## src/rtl/bn_pkg.sv

```systemverilog
// bn_pkg: shared definitions for the BN output path.
//   DATA_WIDTH  - default FP16 lane width
//   FP16_*      - handy FP16 bit patterns
//   state_e     - occupancy of the serializer's two-deep vector buffer
package bn_pkg;

    localparam int DATA_WIDTH = 16;

    localparam logic [15:0] FP16_ONE  = 16'h3C00;
    localparam logic [15:0] FP16_ZERO = 16'h0000;

    // EMPTY: nothing held; ONE: act_reg valid; TWO: act_reg and pend_reg valid
    typedef enum logic [1:0] {
        EMPTY = 2'd0,
        ONE   = 2'd1,
        TWO   = 2'd2
    } state_e;

endpackage

```

## src/rtl/bn_vec_serializer_if.sv

```systemverilog
// bn_vec_serializer_if: packed-vector input bus plus per-element output stream.
//   in_vec/in_valid/in_ready          - packed vector handshake (upstream -> serializer)
//   elem_data/elem_valid/elem_ready   - element stream handshake (serializer -> downstream)
//   elem_chan/elem_ch_last/elem_last  - element tags
// master: the surrounding environment (drives vectors, consumes elements)
// slave : the serializer
interface bn_vec_serializer_if #(
    parameter int DATA_WIDTH = 16,
    parameter int size       = 8,
    parameter int CW         = 1
);
    logic [DATA_WIDTH*size-1:0] in_vec;
    logic                       in_valid;
    logic                       in_ready;
    logic [DATA_WIDTH-1:0]      elem_data;
    logic                       elem_valid;
    logic                       elem_ready;
    logic [CW-1:0]              elem_chan;
    logic                       elem_ch_last;
    logic                       elem_last;

    modport master (
        output in_vec, in_valid, elem_ready,
        input  in_ready, elem_data, elem_valid, elem_chan, elem_ch_last, elem_last
    );

    modport slave (
        input  in_vec, in_valid, elem_ready,
        output in_ready, elem_data, elem_valid, elem_chan, elem_ch_last, elem_last
    );
endinterface

```

## src/rtl/bn_lane_sel.sv

```systemverilog
// bn_lane_sel: combinational size:1 lane mux.
//   vec  - packed vector, lane i at vec[i*DATA_WIDTH +: DATA_WIDTH]
//   sel  - lane index
//   lane - selected lane, bit-exact
module bn_lane_sel #(
    parameter int DATA_WIDTH = 16,
    parameter int size       = 8,
    parameter int IW         = 3
) (
    input  logic [DATA_WIDTH*size-1:0] vec,
    input  logic [IW-1:0]              sel,
    output logic [DATA_WIDTH-1:0]      lane
);
    logic [size-1:0][DATA_WIDTH-1:0] lanes;

    assign lanes = vec;
    assign lane  = lanes[sel];
endmodule

```

## src/rtl/bn_vec_serializer.sv

```systemverilog
// bn_vec_serializer: takes one packed FP16 vector per handshake and emits it
// one lane per cycle (lane 0 first), tagged with channel index and last flags.
// A two-deep buffer (act_reg being emitted, pend_reg queued) keeps vectors
// streaming back-to-back without bubbles.
//   clk, reset - clock, asynchronous active-high reset
//   bus        - slave side of bn_vec_serializer_if (vector in, element out)
module bn_vec_serializer #(
    parameter int DATA_WIDTH = bn_pkg::DATA_WIDTH,
    parameter int size       = 8,
    parameter int channel    = 1
) (
    input  logic                 clk,
    input  logic                 reset,
    bn_vec_serializer_if.slave   bus
);
    import bn_pkg::*;

    localparam int CW  = ($clog2(channel) > 0) ? $clog2(channel) : 1;
    localparam int IW  = ($clog2(size) > 0) ? $clog2(size) : 1;
    localparam int LPC = size / channel;   // lanes per channel
    localparam int VW  = DATA_WIDTH * size;

    if (size % channel != 0) begin : g_bad_channel
        $error("bn_vec_serializer: size must be a multiple of channel");
    end

    state_e        state_q, state_d;
    logic [IW-1:0] idx_q, idx_d;
    logic [VW-1:0] act_q, act_d;
    logic [VW-1:0] pend_q, pend_d;

    logic          in_fire, elem_fire, elem_valid, is_last;
    logic [DATA_WIDTH-1:0] lane_data;
    int unsigned   idx_i;

    // Ready and valid come from registered state only, so there is no
    // combinational path from elem_ready to in_ready.
    assign bus.in_ready = (state_q != TWO);
    assign elem_valid   = (state_q != EMPTY);
    assign in_fire      = bus.in_valid && bus.in_ready;
    assign elem_fire    = elem_valid && bus.elem_ready;
    assign is_last      = (idx_q == IW'(size - 1));

    always_comb begin
        state_d = state_q;
        idx_d   = idx_q;
        act_d   = act_q;
        pend_d  = pend_q;
        unique case (state_q)
            EMPTY: begin
                if (in_fire) begin
                    act_d   = bus.in_vec;
                    idx_d   = '0;
                    state_d = ONE;
                end
            end
            ONE: begin
                if (elem_fire && is_last) begin
                    idx_d = '0;
                    if (in_fire) act_d = bus.in_vec;   // straight reload, no bubble
                    else         state_d = EMPTY;
                end else begin
                    if (elem_fire) idx_d = idx_q + IW'(1);
                    if (in_fire) begin
                        pend_d  = bus.in_vec;
                        state_d = TWO;
                    end
                end
            end
            TWO: begin
                if (elem_fire && is_last) begin
                    act_d   = pend_q;
                    idx_d   = '0;
                    state_d = ONE;
                end else if (elem_fire) begin
                    idx_d = idx_q + IW'(1);
                end
            end
            default: state_d = EMPTY;
        endcase
    end

    always_ff @(posedge clk or posedge reset) begin
        if (reset) begin
            state_q <= EMPTY;
            idx_q   <= '0;
            act_q   <= '0;
            pend_q  <= '0;
        end else begin
            state_q <= state_d;
            idx_q   <= idx_d;
            act_q   <= act_d;
            pend_q  <= pend_d;
        end
    end

    bn_lane_sel #(
        .DATA_WIDTH (DATA_WIDTH),
        .size       (size),
        .IW         (IW)
    ) u_lane_sel (
        .vec  (act_q),
        .sel  (idx_q),
        .lane (lane_data)
    );

    // Tags are forced to 0 while idle so the bus reads all-zero out of reset.
    always_comb begin
        idx_i            = 32'(idx_q);
        bus.elem_valid   = elem_valid;
        bus.elem_data    = lane_data;
        bus.elem_last    = elem_valid && is_last;
        bus.elem_ch_last = elem_valid && ((idx_i % LPC) == LPC - 1);
        bus.elem_chan    = elem_valid ? CW'(idx_i / LPC) : '0;
    end
endmodule

```

## src/flat_wrapper.sv

```systemverilog
// flat-port wrapper written by rule: the top's interface ports become plain ports
module bn_vec_serializer_flat import bn_pkg::*;
#(
    parameter int DATA_WIDTH = bn_pkg::DATA_WIDTH,
    parameter int size       = 8,
    parameter int channel    = 1
)
  (clk, reset, bus_in_vec, bus_in_valid, bus_elem_ready, bus_in_ready, bus_elem_data, bus_elem_valid, bus_elem_chan, bus_elem_ch_last, bus_elem_last);
  bn_vec_serializer_if #(.DATA_WIDTH(DATA_WIDTH), .size(size), .CW(1)) bus_i ();
  input  logic clk;
  input  logic reset;
  input wire logic [$bits(bus_i.in_vec)-1:0] bus_in_vec;
  input wire logic [$bits(bus_i.in_valid)-1:0] bus_in_valid;
  input wire logic [$bits(bus_i.elem_ready)-1:0] bus_elem_ready;
  output wire logic [$bits(bus_i.in_ready)-1:0] bus_in_ready;
  output wire logic [$bits(bus_i.elem_data)-1:0] bus_elem_data;
  output wire logic [$bits(bus_i.elem_valid)-1:0] bus_elem_valid;
  output wire logic [$bits(bus_i.elem_chan)-1:0] bus_elem_chan;
  output wire logic [$bits(bus_i.elem_ch_last)-1:0] bus_elem_ch_last;
  output wire logic [$bits(bus_i.elem_last)-1:0] bus_elem_last;
  assign bus_i.in_vec = bus_in_vec;
  assign bus_i.in_valid = bus_in_valid;
  assign bus_i.elem_ready = bus_elem_ready;
  assign bus_in_ready = bus_i.in_ready;
  assign bus_elem_data = bus_i.elem_data;
  assign bus_elem_valid = bus_i.elem_valid;
  assign bus_elem_chan = bus_i.elem_chan;
  assign bus_elem_ch_last = bus_i.elem_ch_last;
  assign bus_elem_last = bus_i.elem_last;
  bn_vec_serializer #(.DATA_WIDTH(DATA_WIDTH), .size(size), .channel(channel)) u_core (.clk(clk), .reset(reset), .bus(bus_i));
endmodule
```

## config.mk

```make
export PLATFORM = sky130hd
export DESIGN_NAME = bn_vec_serializer_flat
export DESIGN_NICKNAME = d
export VERILOG_FILES = /design/src/rtl/bn_pkg.sv /design/src/rtl/bn_vec_serializer_if.sv /design/src/rtl/bn_lane_sel.sv /design/src/rtl/bn_vec_serializer.sv /design/src/flat_wrapper.sv
export SDC_FILE = /design/constraint.sdc
export NUM_CORES = 1
export LEC_CHECK = 0
export CAP_MARGIN = 20
export CORE_ASPECT_RATIO = 0.5
export CORE_MARGIN = 1
export CORE_UTILIZATION = 50
export DETAILED_ROUTE_END_ITERATION = 12
export PLACE_DENSITY = 0.75
export SETUP_SLACK_MARGIN = 0.15
export SLEW_MARGIN = 25
export SYNTH_ARGS = -nofsm -noshare
export SYNTH_HDL_FRONTEND = slang
export SYNTH_SLANG_ARGS = --single-unit
export TNS_END_PERCENT = 5
```

## constraint.sdc

```tcl
create_clock -name clk -period 9.7 [get_ports clk]
set_input_delay 2.425 -clock clk [delete_from_list [all_inputs] [get_ports clk]]
set_output_delay 2.425 -clock clk [all_outputs]
set_load 0.01 [all_outputs]
```

; Word level (Yosys, flattened, before mapping)
; Cells that the tools add are included.
[totals]
register_bits = 261
inputBits = 132
output_inout_bits = 21
wordCells = 46
[op_classes]
n_addsub = 1
n_lt_le_gt_ge = 1
n_eq_ne = 10
muxes = 16
n_bitwise = 1
n_reduce_logical = 13
[ops]
columns = operator, n
row1 = 128-bit two-way mux, 3
row2 = 128-bit case mux with 3 select lines, 1
row3 = 16-bit binary-select mux with 3-bit select, 1
row4 = 16-bit two-way mux, 1
row5 = 2-bit two-way mux, 5
row6 = 3-bit two-way mux, 3
row7 = 3-bit AND reduction, 3
row8 = "2-bit by 1-bit inequality test with 1-bit output, second input constant", 3
row9 = "3-bit by 1-bit inequality test with 1-bit output, second input constant", 2
row10 = 2-bit case mux with 3 select lines, 1
row11 = 3-bit case mux with 2 select lines, 1
row12 = 1-bit logical AND, 4
row13 = "3-bit by 4-bit < comparator with 1-bit output, second input constant", 1
row14 = 4-bit AND reduction, 1
row15 = 2-bit nonzero test, 2
row16 = "3-bit by 1-bit adder with 3-bit output, second input constant", 1
row17 = "3-bit equality test, second input constant", 1
row18 = "3-bit inequality test, second input constant", 1
row19 = 3-bit nonzero test, 1
row20 = "2-bit by 1-bit equality test with 1-bit output, second input constant", 1
row21 = "2-bit equality test, second input constant", 1
row22 = 2-bit logical NOT, 1
row23 = "2-bit inequality test, second input constant", 1
row24 = 2-bit OR reduction, 1
row25 = 1-bit NOT, 1

; Depth between registers and ports, before layout
[logic_depth]
word_depth = 5
mapped_depth = 8

; Cells and area by module
; A second synthesis with hierarchy kept.
[hier_totals]
hier_cells = 791
area_unflattened_um2 = 12997.5
[by_module_without_submodules]
columns = mod, instances, cells_per_inst, area_each_um2, seq_area_each_um2
row1 = bn_vec_serializer, 1, 734, 11926.4, 6531.3
row2 = bn_lane_sel, 1, 57, 1071.0, 0.0

; Least setup slack after synthesis
; OpenSTA, ideal clock, no wires.
[synth_timing]
kind = flip-flop to output port
from = reg u_core.idx_q[1]
to = out bus_elem_data[0]
arrival_ns = 1.606
required_ns = 7.275
setup_slack_ns = 5.669
stages_incl_launch_ff = 5
n_path_buf = 2
cell_sequence = dfrtp_1 > buf_2 > buf_2 > mux4_2 > mux2_2
[synth_between]
elab_chain_len = 2
[synth_rtl]
columns = element, line_no
row1 = start: declaration, bn_vec_serializer.sv:28  ; logic [IW-1:0] idx_q, idx_d;
row2 = start signal: assignment, bn_vec_serializer.sv:91  ; idx_q <= idx_d;
row3 = 16-bit binary-select mux with 3-bit select, bn_lane_sel.sv:17  ; assign lane = lanes[sel];
row4 = 16-bit two-way mux (implied by the code), bn_lane_sel.sv:17
row5 = end: declaration, flat_wrapper.sv:16  ; output wire logic [$bits(bus_i.elem_data)-1:0] bus_elem_data;
; Every way passes these cells. The select of a mux whose other input is x is not followed.

; Worst setup path in the final report
[layout_timing]
from = reg u_core.idx_q[1]
to = out bus_elem_data[1]
; The elaborated chain is that of the path after synthesis.

==> flow_metrics.tcl <==
set metrics [dict create \
    status "finished, final reports clean" \
    cp_num_buf_inv 2 \
    drive_above_1_share_pct 49.84 \
    hold_viol_final 0 \
    postCtsHoldBufs 0 \
    period_share_pct 57.90 \
    synth.distinct_cells 30 \
    synth-xor-area-share_pct 0 \
    ys_ff_latch 261 \
    power_mw 4.940 \
    vias 6953 \
    clockBufferDepth 3 \
    synth_top_family_by_area "multiplexers" \
    num_rows 41 \
    worstPathArrival_ns 3.19 \
    tritoncts "built" \
    routed_wl_um 27060 \
    final_util_pct 60.32 \
    cts_root_buffer "clkbuf_16" \
    fmax_ghz 0.1781 \
    routedWlPerCell_um 21.22 \
    track_usage_pct 20.79 \
    die_area_um2 26570 \
    synth-compound-area-share_pct 0.7153 \
    critPathKind "register to primary output" \
    grt_overflow 0 \
    peakVddDrop_mv 0.2647 \
    cp.depth 4 \
    crit_chain "buf_4, mux4_2, mux2_2, clkdlybuf4s50_1" \
    slowest_stage "mux4_2" \
    drc 0 \
    startpoint_type "register" \
    power_density_nw_per_um2 323.9 \
    slew_headroom_pct 30.98 \
    synth_warnings 0 \
    dp_cells 1233 \
    clkSinkCount 261 \
    hold-worst-slack_ns 0.4860 \
    post-route-min-period_ns 5.616 \
    die_w_um 229.5 \
    hold_path_depth 1 \
    cp_top_family "buffers and inverters" \
    antenna_found_initial 4 \
    clk_latency_ns 0.53 \
    gp_congestion 0.8271 \
    muxShareOfSynthArea_pct 43.35 \
    fin_skew_ns 0.02283 \
    post_cts_buffers 0 \
    initial_core_util_pct 51.18 \
    nFillCells 1885 \
    htreeDepth 1 \
    cp_max_fo 23 \
    reg2regPathDepth 6 \
    synthAdderAreaFrac_pct 0.6573 \
    rsz0062_at_grt "no" \
    clkTransAtPathRegs_ns 0.07 \
    tightest_slew_ns 1.035 \
    max_stage_delay_ns 0.68 \
    postRouteAntennaNets 0 \
    detail_route.iter0.violations 358 \
    layout.nets 1053 \
    slew_violations 0 \
    syn_nets 924 \
    setup_viol 0 \
    syn_area_um2 12940 \
    ios 153 \
    viasPerCell 5.453 \
    fp.dieH_um 115.8 \
    grt_max_degree 129 \
    required_ns 7.28 \
    ys_seq_area_share_pct 50.46 \
    grt_pass1_vias 7427 \
    dp_hpwl_um 17570 \
    synthSimpleGateAreaFrac_pct 0.5607 \
    cp-end-kind "primary output" \
    layout.cells.non_filler 1275 \
    grt_pass1_wl_um 42810 \
    core_area_um2 25290 \
    cts-buffers-inserted 24 \
    fin_setup_tns_ns 0 \
    hp-class "register to register" \
    p_leak_nw 6.312 \
    cap_violations 0 \
    ctsResizeCount 0 \
    numPortBuffers 151 \
    firstDrtPassIters 4 \
    synth_cells 786 \
    area_growth_pct 17.85 \
    postSynthAreaPerCell_um2 16.47 \
]
[layout make-up]
class                           count  area, um2  area share, %
Antenna cell                        2      5.005        0.03281
Timing Repair Buffer              158       1588          10.41
Multi-Input combinational cell    464       5883          38.57
Inverter                            6      26.28         0.1722
Clock buffer                       35      713.2          4.675
Sequential cell                   261       6534          42.83
Tap cell                          344      430.4          2.822
Clock inverter                      5      75.07         0.4921
[path summary, 6_finish.rpt]
kind,start,slack [ns],endpoint
worst max-delay path,u_core.idx_q[1],4.08,bus_elem_data[1]
worst min-delay path,u_core.act_q[109],0.49,u_core.act_q[109]
worst max register to register,u_core.idx_q[0],5.87,u_core.pend_q[84]
worst min register to register,u_core.act_q[109],0.49,u_core.act_q[109]
max in group asynchronous,reset,6.14,u_core.idx_q[2]
min in group asynchronous,reset,2.39,u_core.act_q[17]
[cells in the mapped netlist, drive strengths merged]
library cell	number	area share [%]
a32o	1	0.077
a211oi	2	0.21
a22o	2	0.14
ha	6	0.58
conb	1	0.029
inv	6	0.17
buf	39	3.6
dfrtp	261	50
nor2	3	0.087
mux2	401	38
maj3	1	0.077
a21oi	1	0.039
and3	3	0.15
mux4	32	5.6
nand3b	1	0.058
clkbuf	16	0.46
o21ai	2	0.077
o31ai	1	0.058
nor3b	1	0.058
nor2b	3	0.15
a31oi	1	0.048
a31o	1	0.068
or2	1	0.068
[cell usage in the layout (no fill, tap or decap), types with 2 or more instances in the layout]
cell type        netlist  routed
a22o_1                 2       2
mux2_4               100     100
clkbuf_16              0      25
o21ai_0                2       2
inv_1                  6       5
buf_6                 16       3
clkbuf_8               0       5
clkbuf_1              16       5
bufinv_16              0       2
diode_2                0       2
mux2_2               281     281
nor2_1                 3       3
mux4_2                32      32
dfrtp_2                0       2
nor2b_1                3       3
clkinv_2               0       3
ha_1                   6       5
clkdlybuf4s50_1        0     151
dfrtp_1              261     259
mux2_1                20      20
and3_1                 3       2
buf_4                  3       3
[kinds of logic after synthesis]
family / Yosys count
AO/OA/AOI/OAI: 11
AND/OR/NAND/NOR: 12
multiplexers: 433
buffers and inverters: 61
flip-flops: 261
other: 1
adder cells (fa/ha/maj): 7
[state kept, by name, summed over array words and instances (netlist names)]
name	cells
u_core.act_q	128
u_core.pend_q	128
u_core.idx_q	3
u_core.state_q	2
[report_power, final]
part | leakage, nW | total (mW) | switching [mW] | internal (mW)
clock network | 0.390 | 0.968 | 0.408 | 0.560
logic | 2.83 | 2.02 | 0.732 | 1.29
registers | 3.09 | 1.95 | 0.300 | 1.65
total | 6.31 | 4.94 | 1.44 | 3.50
[metrics by stage]
step                setup slack [ns]  cell area (um2)
finish                         4.084            15250
global route                   3.944            15250
CTS                            4.003            15240
detailed placement             4.172            14450
global placement               4.277            14450
floorplan                      3.833            12950
[routing by layer]
metal	vias to the layer above	wire, um	track usage, %
met5	-	0	0
met4	0	395	4.222
met3	29	1100	2.977
met2	93	13120	34.74
met1	3704	12440	29.32
li1	3127	-	-
(Power assumes the default switching activity.)
